## config.mk

```make
export PLATFORM = sky130hd
export DESIGN_NAME = relu_maxpool
export DESIGN_NICKNAME = d
export VERILOG_FILES = /design/src/rtl/cnn_pkg.sv /design/src/rtl/relu_requant.sv /design/src/rtl/relu_maxpool.sv
export SDC_FILE = /design/constraint.sdc
export NUM_CORES = 1
export LEC_CHECK = 0
export CAP_MARGIN = 0
export CORE_ASPECT_RATIO = 0.5
export CORE_MARGIN = 4
export CORE_UTILIZATION = 40
export DETAILED_ROUTE_END_ITERATION = 12
export PLACE_DENSITY = 0.75
export SLEW_MARGIN = 20
export SYNTH_ARGS = -nofsm -noshare
export SYNTH_HDL_FRONTEND = slang
export SYNTH_HIERARCHICAL = 1
export SYNTH_SLANG_ARGS = --single-unit
export TNS_END_PERCENT = 50
```

## constraint.sdc

```tcl
create_clock -name clk_i -period 1.8 [get_ports clk_i]
set_clock_uncertainty 0.1 [all_clocks]
set_input_delay 0.36 -clock clk_i [delete_from_list [all_inputs] [get_ports clk_i]]
set_output_delay 0.36 -clock clk_i [all_outputs]
set_load 0.02 [all_outputs]
```

## src/rtl/cnn_pkg.sv

```systemverilog
// cnn_pkg: types, default resolutions and a reference transform shared by the
// activation/pooling stages.
//   state_e           : window FSM encoding (IDLE, COLLECT)
//   *_DEF             : default resolution constants
//   relu_requant_sat  : ReLU + arithmetic right shift + unsigned saturation at
//                       the default widths (ACC_RES_DEF in, OUT_RES_DEF out)
package cnn_pkg;

  localparam int unsigned ACC_RES_DEF   = 32;
  localparam int unsigned OUT_RES_DEF   = 8;
  localparam int unsigned POOL_SIZE_DEF = 4;
  localparam int unsigned SHIFT_DEF     = 8;

  typedef enum logic [0:0] {
    IDLE    = 1'b0,
    COLLECT = 1'b1
  } state_e;

  // Negative sums clamp to zero; positive sums are shifted down and clipped
  // to the largest unsigned output code.
  function automatic logic [OUT_RES_DEF-1:0] relu_requant_sat(
    input logic [ACC_RES_DEF-1:0] data,
    input logic [4:0]             shift
  );
    logic [ACC_RES_DEF-1:0] s;
    logic [OUT_RES_DEF-1:0] r;
    // Sign bit is known zero on the path that uses s, so a logical shift
    // is equivalent to the arithmetic one.
    s = data >> shift;
    if (data[ACC_RES_DEF-1]) begin
      r = {OUT_RES_DEF{1'b0}};
    end else if (|s[ACC_RES_DEF-1:OUT_RES_DEF]) begin
      r = {OUT_RES_DEF{1'b1}};
    end else begin
      r = s[OUT_RES_DEF-1:0];
    end
    return r;
  endfunction

endpackage

```

## src/rtl/relu_requant.sv

```systemverilog
// relu_requant: combinational per-sample transform.
//   data_i   [ACC_RESOLUTION]  signed accumulator sum
//   result_o [OUT_RESOLUTION]  0 if negative, else (data_i >>> SHIFT) clipped
//                              to 2^OUT_RESOLUTION-1
module relu_requant
  import cnn_pkg::*;
#(
  parameter int unsigned ACC_RESOLUTION = ACC_RES_DEF,
  parameter int unsigned OUT_RESOLUTION = OUT_RES_DEF,
  parameter int unsigned SHIFT          = SHIFT_DEF
) (
  input  logic [ACC_RESOLUTION-1:0] data_i,
  output logic [OUT_RESOLUTION-1:0] result_o
);

  logic [ACC_RESOLUTION-1:0] shifted_s;

  // Only used when the input is non-negative, so a logical shift suffices.
  assign shifted_s = data_i >> SHIFT;

  // ReLU then unsigned saturation on any bit above the output width.
  always_comb begin
    result_o = {OUT_RESOLUTION{1'b0}};
    if (data_i[ACC_RESOLUTION-1]) begin
      result_o = {OUT_RESOLUTION{1'b0}};
    end else if (|shifted_s[ACC_RESOLUTION-1:OUT_RESOLUTION]) begin
      result_o = {OUT_RESOLUTION{1'b1}};
    end else begin
      result_o = shifted_s[OUT_RESOLUTION-1:0];
    end
  end

endmodule

```

## src/rtl/relu_maxpool.sv

```systemverilog
// relu_maxpool: ReLU/requantize each accumulator sum, max-pool over POOL_SIZE
// consecutive samples, emit one activation per window.
//   clk_i, rst_ni            clock, async active-low reset
//   clear_i                  synchronous discard of the partial window
//   acc_valid_i/acc_data_i   input sample (signed), acc_ready_o back-pressure
//   pool_valid_o/pool_data_o output holding register, pool_ready_i accept
module relu_maxpool
  import cnn_pkg::*;
#(
  parameter int unsigned ACC_RESOLUTION = ACC_RES_DEF,
  parameter int unsigned OUT_RESOLUTION = OUT_RES_DEF,
  parameter int unsigned POOL_SIZE      = POOL_SIZE_DEF,
  parameter int unsigned SHIFT          = SHIFT_DEF
) (
  input  logic                      clk_i,
  input  logic                      rst_ni,
  input  logic                      clear_i,
  input  logic                      acc_valid_i,
  input  logic [ACC_RESOLUTION-1:0] acc_data_i,
  output logic                      acc_ready_o,
  output logic                      pool_valid_o,
  output logic [OUT_RESOLUTION-1:0] pool_data_o,
  input  logic                      pool_ready_i
);

  localparam int unsigned CNT_W = $clog2(POOL_SIZE);
  localparam logic [CNT_W-1:0] CNT_LAST = CNT_W'(POOL_SIZE - 1);

  state_e                    state_q, state_d;
  logic [CNT_W-1:0]          cnt_q, cnt_d;
  logic [OUT_RESOLUTION-1:0] max_q, max_d;
  logic                      pool_valid_q, pool_valid_d;
  logic [OUT_RESOLUTION-1:0] pool_data_q, pool_data_d;

  logic [OUT_RESOLUTION-1:0] t_s;
  logic [OUT_RESOLUTION-1:0] max_cand_s;
  logic                      last_sample_s;
  logic                      accept_s;
  logic                      pop_s;

  relu_requant #(
    .ACC_RESOLUTION(ACC_RESOLUTION),
    .OUT_RESOLUTION(OUT_RESOLUTION),
    .SHIFT         (SHIFT)
  ) u_relu_requant (
    .data_i  (acc_data_i),
    .result_o(t_s)
  );

  // Next accepted sample closes the window.
  assign last_sample_s = (state_q == COLLECT) && (cnt_q == CNT_LAST);
  // Only the final sample of a window can be stalled, and only when the
  // holding register is full and not being drained this cycle.
  assign acc_ready_o   = !clear_i && !(last_sample_s && pool_valid_q && !pool_ready_i);
  assign accept_s      = acc_valid_i && acc_ready_o;
  assign pop_s         = pool_valid_q && pool_ready_i;
  assign max_cand_s    = (t_s > max_q) ? t_s : max_q;

  assign pool_valid_o  = pool_valid_q;
  assign pool_data_o   = pool_data_q;

  // Next-state logic for window FSM, running max and output holding register.
  always_comb begin
    state_d      = state_q;
    cnt_d        = cnt_q;
    max_d        = max_q;
    pool_data_d  = pool_data_q;
    // A pop empties the register unless a new result loads below.
    pool_valid_d = pool_valid_q && !pop_s;

    if (clear_i) begin
      state_d = IDLE;
      cnt_d   = {CNT_W{1'b0}};
      max_d   = {OUT_RESOLUTION{1'b0}};
    end else if (accept_s) begin
      case (state_q)
        IDLE: begin
          max_d   = t_s;
          cnt_d   = CNT_W'(1);
          state_d = COLLECT;
        end
        COLLECT: begin
          if (cnt_q == CNT_LAST) begin
            pool_data_d  = max_cand_s;
            pool_valid_d = 1'b1;
            cnt_d        = {CNT_W{1'b0}};
            state_d      = IDLE;
          end else begin
            max_d = max_cand_s;
            cnt_d = cnt_q + CNT_W'(1);
          end
        end
        default: begin
          state_d = IDLE;
          cnt_d   = {CNT_W{1'b0}};
        end
      endcase
    end else begin
      state_d = state_q;
    end
  end

  // State registers; reset drops any partial window and pending output.
  always_ff @(posedge clk_i or negedge rst_ni) begin
    if (!rst_ni) begin
      state_q      <= IDLE;
      cnt_q        <= {CNT_W{1'b0}};
      max_q        <= {OUT_RESOLUTION{1'b0}};
      pool_valid_q <= 1'b0;
      pool_data_q  <= {OUT_RESOLUTION{1'b0}};
    end else begin
      state_q      <= state_d;
      cnt_q        <= cnt_d;
      max_q        <= max_d;
      pool_valid_q <= pool_valid_d;
      pool_data_q  <= pool_data_d;
    end
  end

endmodule

```

== Word level (Yosys, flattened, before mapping) ==
Index checks and enable logic that the tools add are counted.

* Register bits after elaboration: 20
* Bits of input ports: 37
* Output and inout bits: 10

* Add/subtract/negate cells: 1
* $lt $le $gt $ge: 1
* Equality and inequality tests: 2
* Multiplexer cells: 19
* Bitwise logic cells: 2
* Reductions and logical operators: 15

{| class="wikitable"
|+ Operator list
! cell !! number
|-
| two-way mux 8 bit || 6
|-
| case mux 8 bit (2 select lines) || 1
|-
| OR reduction 16 bit || 1
|-
| greater-than comparator 8 bit || 1
|-
| logical AND 1 bit || 7
|-
| two-way mux 1 bit || 7
|-
| two-way mux 2 bit || 3
|-
| zero test 1 bit || 4
|-
| case mux 2 bit (2 select lines) || 1
|-
| AND reduction 4 bit || 1
|-
| != test 3 bit, second input constant || 1
|-
| adder 2 x 1 -> 2 bit, second input constant || 1
|-
| == test 2 bit, second input constant || 1
|-
| NOT 1 bit || 2
|-
| case mux 1 bit (2 select lines) || 1
|-
| AND reduction 2 bit || 1
|-
| nonzero test 2 bit || 1
|}

== Depth between registers and ports, before layout ==
Gate-level depths: netlist of the first run.

* Depth in word-level cells: 9
* Gate-level depth with buffers: 12
* Mapped depth without buffers: 9

== By module ==
The synthesis of the first run kept the hierarchy.

{| class="wikitable"
|+ Modules (own cells, without submodules)
! module !! instances !! cells each !! area each (µm²) !! sequential area each (µm²)
|-
| relu_maxpool || 1 || 123 || 1197.4 || 500.5
|-
| relu_requant || 1 || 23 || 202.7 || 0.0
|}

== Least setup slack after synthesis of the first run ==
No wires, ideal clock.

* Path kind: in2reg
* Start point: in acc_data_i[22]
* End point: reg max_q[1]
* Library setup time: 0.121 ns
* Arrival: 2.392 ns
* Data required time: 1.579 ns
* Setup slack: -0.813 ns
* Stages on the path: 10
* Buffers on the path: 2
* Path through: nor4_4 -> a41oi_1 -> ha_1 -> nor2b_4 -> o211a_1 -> o21a_1 -> buf_6 -> a21bo_1 -> buf_2 -> a22o_1

* Cells in the longest elaborated chain, start to end: 9

{| class="wikitable"
|+ RTL lines
! what !! RTL line !! RTL
|-
| start: declaration || relu_maxpool.sv:19 || <nowiki>input logic [ACC_RESOLUTION-1:0] acc_data_i,</nowiki>
|-
| OR reduction 16 bit * || relu_requant.sv:26 || <nowiki>end else if (|shifted_s[ACC_RESOLUTION-1:OUT_RESOLUTION]) begin</nowiki>
|-
| two-way mux 8 bit * || relu_requant.sv:26 ||
|-
| two-way mux 8 bit * || relu_requant.sv:24 || <nowiki>if (data_i[ACC_RESOLUTION-1]) begin</nowiki>
|-
| via t_s[1] || relu_maxpool.sv:35 || <nowiki>logic [OUT_RESOLUTION-1:0] t_s;</nowiki>
|-
| greater-than comparator 8 bit || relu_maxpool.sv:57 || <nowiki>assign max_cand_s = (t_s > max_q) ? t_s : max_q;</nowiki>
|-
| two-way mux 8 bit || relu_maxpool.sv:57 ||
|-
| two-way mux 8 bit || relu_maxpool.sv:83 || <nowiki>if (cnt_q == CNT_LAST) begin</nowiki>
|-
| case mux 8 bit (2 select lines) * || relu_maxpool.sv:76 || <nowiki>case (state_q)</nowiki>
|-
| two-way mux 8 bit * || relu_maxpool.sv:75 || <nowiki>end else if (accept_s) begin</nowiki>
|-
| two-way mux 8 bit * || relu_maxpool.sv:71 || <nowiki>if (clear_i) begin</nowiki>
|-
| end signal: assignment || relu_maxpool.sv:108 || <nowiki>max_q <= {OUT_RESOLUTION{1'b0}};</nowiki>
|-
| end signal: assignment || relu_maxpool.sv:114 || <nowiki>max_q <= max_d;</nowiki>
|-
| end: declaration || relu_maxpool.sv:31 || <nowiki>logic [OUT_RESOLUTION-1:0] max_q, max_d;</nowiki>
|}

The timed path passes the listed nets; every way through them passes the cells marked *. The select of a mux whose other input is x is not followed.
A chain may end at the register's enable or synchronous reset.

== Worst setup path after layout of the first run ==
* Start point: in acc_data_i[15]
* End point: reg max_q[6]

* Cells in the longest elaborated chain, start to end: 8

{| class="wikitable"
|+ RTL lines
! what !! RTL line
|-
| two-way mux 8 bit || relu_requant.sv:26
|-
| two-way mux 8 bit || relu_requant.sv:24
|-
| via t_s[7] || relu_maxpool.sv:35
|-
| greater-than comparator 8 bit || relu_maxpool.sv:57
|-
| two-way mux 8 bit || relu_maxpool.sv:57
|-
| two-way mux 8 bit || relu_maxpool.sv:83
|-
| case mux 8 bit (2 select lines) || relu_maxpool.sv:76
|-
| two-way mux 8 bit || relu_maxpool.sv:75
|-
| two-way mux 8 bit || relu_maxpool.sv:71
|}

The timed path passes the listed nets, and every way through them passes these cells. The select of a mux whose other input is x is not followed.

==> metrics, run 1 <==
fill count=159; Crit. End Element=register; met3 routed WL=451 µm; Pwr Density=roughly 540 mW/mm²; CTS root buf=clkbuf_8; CP max-delay cell=nor4_2; final net count=about 290; final design utilization=0.814; fin worst setup slack=-811 ps; Tcrit/Tclk final=1.45; status=complete, but fails checks; post-synthesis sequential area ratio=0.357; Cells after DPL=260; ant diodes=0; initial core utilization=0.442; CP Launch Type=input port; Placed Area=between 0.002 and 0.0025 mm²; max_slew headroom=0.563; multi-input combinational cell area=roughly 0.0011 mm²; Cell Area, Synth=approximately 0.0014 mm²; # port buffers=38; arrival time at the worst endpoint=between 2000 and 3000 ps; site row count=14; failing checks=setup timing; largest net degree at the start of global routing=21; core area=approximately 0.0032 mm²; Post-Syn Nets=192; area leader, netlist=dfrtp_1; top layer in use=met4; drt initial violations=between 100 and 150; M1 WL=around 2600 µm; Routed Antenna Nets=0; die width=about 92 µm; pre-CTS setup slack=-1320 ps; Syn Area/Cell=between 9 and 10 µm²; Synth top area share=0.357; Yosys reg bits=20; Setup TNS=-11,700 ps; Slew @ Worst Pin=approximately 660 ps; Worst-Skew Late Latency=260 ps; global-route wire length before repair=between 7000 and 8000 µm; CTS sink cnt=20; # setup viols final=16; GPL Wtd Cong=a little under 0.9; Synth-to-Final Area Change=84.3%; number of H-tree levels=1; reg2reg path depth=8; min-delay worst type=input port to asynchronous set/reset pin; maximum VDD drop=212 µV; vias in the first global route=1,588; WL/cell=a little over 20 µm; Final HPWL DP=about 3200 µm; vias=approximately 1,700; Worst-path clk slew=about 70 ps; CP Cell Sequence=dlygate4sd2_1 -> nor4_2 -> a41oi_4 -> ha_4 -> nand2_1 -> o21ai_2 -> buf_4 -> o31ai_4 -> buf_6 -> a22o_1; Register-to-Register Setup Slack=-230 ps; DR WL met2=between 2000 and 3000 µm; cells after synthesis=between 100 and 150; Largest stage delay, worst path=around 460 ps; total track usage=0.209; RSZ-0062 raised after global routing=true; final hold vios=0; Clock Tree Buf Depth=2; total gr overflow=0; Synth cell types=37; Synth warnings=6; chip height=between 40 and 50 µm; register area=500 µm²; Num CTS Buffers=3; final WL=5810 µm; routed vias/inst=approximately 5.9; hold buffer count at cts=0; FMAX=between 300 and 400 MHz; worst endpoint required time=1840 ps; share of layout cells above drive strength 1=0.471; die footprint=0.00457 mm²; crit path time final=~2600 ps; critical path class=input port to register; Synth area leaders=dfrtp_1 36%, ha_1 8.0%, a22o_1 5.0%; static leakage power=0.00111 µW; initial antenna violation count=0; final slew viol count=0; length of the first detailed-routing pass in iterations=4; Max Cap Viol=0; design area=0.00258 mm²; IO Pins=47; DRC viols=0; CTS tree=done; fin cells=between 200 and 300; crit path max fanout=6; Worst R2R Start=max_q[7]$_DFFE_PN0P_; reg2reg end=max_q[6]$_DFFE_PN0P_
-- routing by layer --
| metal | track usage | up-vias |
|---|---|---|
| li1 | - | 765 |
| met2 | 0.329 | 109 |
| met1 | 0.271 | 796 |
| met4 | 0.113 | 0 |
| met3 | 0.0426 | 21 |
| met5 | 0 | - |
-- report_power, final --
group	switching [µW]	total [µW]	internal, µW
sequential	26.2	509	483
combinational	302	599	297
clock	146	295	149
-- kinds of logic after synthesis --
family | Yosys count | synth area share
AOI/OAI and AO/OA | 51 | 0.284
and+or+nand+nor | 47 | 0.214
DFF | 20 | 0.357
buffers and inverters | 19 | 0.0634
adders and majority gates | 9 | 0.0804
-- synthesized netlist by cell type (all sizes together) --
cell type,instances
a41o,1
a21o,1
nor2b,2
nand4,1
a31oi,9
nor2,12
and4,2
a41oi,8
o21a,1
a21oi,4
or2b,1
a211oi,1
o21ai,3
o22a,1
o211a,1
o211ai,8
ha,9
a22o,8
nor3,2
inv,9
o221ai,1
dfrtp,20
o21bai,1
o31ai,1
a21bo,1
buf,10
nand2,7
nand3,7
a22oi,1
nor4,11
nand2b,2
-- layout make-up --
cell class | count | share of cell area
clock buffers | 3 | 0.0160
inverters | 9 | 0.0131
multi-input cells | 107 | 0.423
flip-flops and latches | 20 | 0.194
well taps | 48 | 0.0233
repair buffers | 101 | 0.331
-- cells in the final DEF, fill, tap and decap left out, types with 3 or more instances in the layout --
cell             instances
clkbuf_8                 3
nand3_1                  7
ha_1                     7
clkdlybuf4s50_1         16
buf_2                    7
buf_6                   15
nor4_2                   3
nand2_1                  5
a31oi_1                  7
clkdlybuf4s15_1          4
inv_1                    9
a41oi_2                  4
dlygate4sd2_1            5
buf_4                   54
a41oi_4                  4
o211ai_1                 8
a22o_1                   8
dfrtp_1                 20
a21oi_1                  3
nor2_1                  12
nor4_4                   8
-- stage by stage --
| stage | total power, µW | hold WS (ps) |
|---|---|---|
| 2_1_floorplan | 730 | -35.6 |
| 3_3_place_gp | 940 | 432 |
| 3_5_place_dp | 957 | 442 |
| 4_1_cts | 1300 | 371 |
| 5_1_grt | 1460 | 379 |
| 6_report | 1400 | 362 |
-- worst max-delay path: cells and delay by family --
| kind | cells | cell delay [ps] |
|---|---|---|
| adders and majority gates | 1 | 350 |
| AOI/OAI and AO/OA | 4 | 810 |
| buffers and inverters | 3 | 580 |
| and+or+nand+nor | 2 | 560 |
-- worst max path at each step --
stage	cells past startpoint	endpoint	startpoint	slack, ps
5_1_grt	12	max_q[6]$_DFFE_PN0P_	acc_data_i[24]	-840
3_3_place_gp	11	pool_data_o[3]$_DFFE_PN0P_	acc_data_i[16]	-1250
6_report	10	max_q[6]$_DFFE_PN0P_	acc_data_i[15]	-810
4_1_cts	11	pool_data_o[2]$_DFFE_PN0P_	acc_data_i[27]	-650
2_1_floorplan	10	max_q[2]$_DFFE_PN0P_	acc_data_i[17]	-790
3_5_place_dp	10	max_q[2]$_DFFE_PN0P_	acc_data_i[19]	-1320
-- state kept, by name, indices dropped and copies added, names as in the netlist --
| signal | flops |
|---|---|
| state_q | 1 |
| cnt_q | 2 |
| max_q | 8 |
| pool_data_o | 8 |
| pool_valid_o | 1 |
-- repair_timing --
item | CTS | global route
gates cloned | 0 | 0
endpoints found under the setup margin | 17 | 17
gates resized for setup | 108 | 18
buffers inserted | 21 | 4
pin swaps | 36 | 28
Note: power is estimated with default switching activity, not from simulation.
==> run 2, diff against run 1 <==
--- a/config.mk
+++ b/config.mk
@@ -16,4 +16,4 @@
 export SYNTH_HDL_FRONTEND = slang
 export SYNTH_HIERARCHICAL = 1
 export SYNTH_SLANG_ARGS = --single-unit
-export TNS_END_PERCENT = 50
+export TNS_END_PERCENT = 10
==> run 2 against run 1 <==
  * The flow still finishes with violations (setup timing)
  * Highest routed layer unchanged
  * Critical path depth fell by 1
  * Count of clock-buffer cells in the layout did not move
  * Setup slack better by 140 ps
  * Utilization fell by 4.2 points
  * Combinational power is 5.2% lower
  * Design area fell by 5.1%
  * Hold slack got worse by 26 ps
  * Wire length is 15% lower
  * Largest cell class unchanged
  * Via count is 6.3% lower
  * Power is 1.9% lower
==> metrics, run 2 (same netlist as run 1, synthesis figures left out) <==
CP Cell Sequence=dlygate4sd2_1 -> nor4_1 -> a41oi_2 -> ha_1 -> and4_4 -> nand2_4 -> a31oi_4 -> a21bo_4 -> a22o_1; fin worst setup slack=-668 ps (+143 ps); IO Pins=47 (unchanged); core area=0.00317 mm² (unchanged); Clock Tree Buf Depth=2 (unchanged); length of the first detailed-routing pass in iterations=5 (+1); Worst-path clk slew=80 ps (about the same); status=complete, but fails checks; die width=91.7 µm (unchanged); drt initial violations=150 (+3.4%); arrival time at the worst endpoint=2520 ps (-130 ps); ant diodes=0 (unchanged); max_slew headroom=0.575 (+0.0122); Register-to-Register Setup Slack=-200 ps (+30 ps); total gr overflow=0 (unchanged); Num CTS Buffers=3 (unchanged); initial core utilization=0.442 (unchanged); final net count=271 (-5.9%); critical path class=input port to register; share of layout cells above drive strength 1=0.426 (-0.0448); routed vias/inst=5.85 (-0.39%); crit path time final=2470 ps (-143 ps); fill count=179 (+13%); Critical Path Stages=9 (-1); global-route wire length before repair=7230 µm (-3.8%); total track usage=0.197 (-0.0118); static leakage power=0.00104 µW (-6.9%); Pwr Density=562 mW/mm² (+3.4%); Crit. End Element=register; chip height=49.8 µm (unchanged); CTS sink cnt=20 (unchanged); Worst R2R Start=max_q[1]$_DFFE_PN0P_; Max Cap Viol=0 (unchanged); initial antenna violation count=0 (unchanged); number of H-tree levels=1 (unchanged); Placed Area=0.00208 mm² (unchanged); site row count=14 (unchanged); # setup viols final=16 (unchanged); CP max-delay cell=nor4_1; Synth-to-Final Area Change=74.8%; failing checks=setup timing; DRC viols=0 (unchanged); # port buffers=38 (unchanged); crit path max fanout=8 (+2); commonest non-fill, non-tap cells in the layout=40 x buf_4, 20 x dfrtp_1, 14 x clkdlybuf4s50_1; GPL Wtd Cong=0.865 (-1.3%); multi-input combinational cell area=0.00110 mm² (+1.0%); CTS tree=done; total power=1380 µW (-1.9%); die footprint=0.00457 mm² (unchanged); design area=0.00245 mm² (-5.1%); RSZ-0062 raised after global routing=true; Slew @ Worst Pin=638 ps (-18.4 ps); Routed Antenna Nets=0 (unchanged); vias=1,585 (-6.3%); Largest stage delay, worst path=380 ps (-80 ps); CTS root buf=clkbuf_8; final slew viol count=0 (unchanged); final hold vios=0 (unchanged); vias in the first global route=1,474 (-7.2%); Tcrit/Tclk final=1.37 (-0.0792); largest net degree at the start of global routing=21 (unchanged); Worst Hold Slack=337 ps (-25.6 ps); CP Launch Type=input port; Setup TNS=-9990 ps (+1710 ps); pre-CTS setup slack=-1360 ps (-41.9 ps); WL/cell=18.3 µm (-9.2%); Final HPWL DP=3070 µm (-3.6%); Worst Path Buf+Inv=1 (-2); register area=500 µm² (unchanged); final WL=4960 µm (-15%); most common cell after layout, fill and taps aside=buf_4; maximum VDD drop=238 µV (+12%); cell family with most CP delay=compound AO/OA/AOI/OAI gates; worst endpoint required time=1850 ps (about the same); Worst-Skew Late Latency=260 ps (about the same); reg2reg path depth=8 (unchanged); min-delay worst type=input port to asynchronous set/reset pin; FMAX=405 MHz (+5.8%); reg2reg end=max_q[7]$_DFFE_PN0P_
==> run 2: timing repair <==
item / 4_1_cts / 5_1_grt
setup endpoints to repair: 17 / 16
buffers inserted: 7 / 1
pin swaps: 36 / 30
hold buffers: 0 / 0
endpoints found under the hold margin: 0 / 0
gates resized for setup: 98 / 26
gates cloned: 0 / 0
==> run 2: layout make-up <==
cell class	instances	share of cell area
clock buffers	3	0.0169
inverters	9	0.0138
flip-flops and latches	20	0.204
repair buffers	84	0.290
multi-input cells	107	0.450
well taps	48	0.0245
==> run 2: metrics by stage <==
stage          cells   util
6_report         271  0.772
4_1_cts          270  0.708
3_5_place_dp     260  0.657
3_3_place_gp     260  0.657
5_1_grt          271  0.772
2_1_floorplan    146      -
==> run 2: worst max path at each step <==
stage                         from                          to  slack [ps]
floorplan           acc_data_i[17]        max_q[2]$_DFFE_PN0P_        -790
global placement    acc_data_i[19]        max_q[2]$_DFFE_PN0P_       -1260
detailed placement  acc_data_i[19]        max_q[7]$_DFFE_PN0P_       -1360
CTS                 acc_data_i[27]  pool_data_o[3]$_DFFE_PN0P_        -600
global route        acc_data_i[14]        max_q[1]$_DFFE_PN0P_        -760
finish              acc_data_i[14]        max_q[7]$_DFFE_PN0P_        -670
==> run 2: where the power goes <==
part | switching [µW] | internal (µW)
clock network | 154 | 149
logic | 290 | 278
registers | 22.5 | 482
==> run 2: worst register-to-register path, cell delays in order, from the launching register on <==
cell	delay [ps]
dfrtp_1	390
inv_1	100
ha_4	210
nor2b_4	120
o211a_1	240
o21a_4	240
o31ai_4	230
buf_6	160
a22o_1	160
==> run 2: routing by layer <==
| layer | GRT usage | routed length (µm) | vias up |
|---|---|---|---|
| li1 | - | - | 730 |
| met1 | 0.280 | 2180 | 734 |
| met2 | 0.304 | 2230 | 103 |
| met3 | 0.0319 | 398 | 18 |
| met4 | 0.0675 | 150 | 0 |
| met5 | 0 | 0 | - |
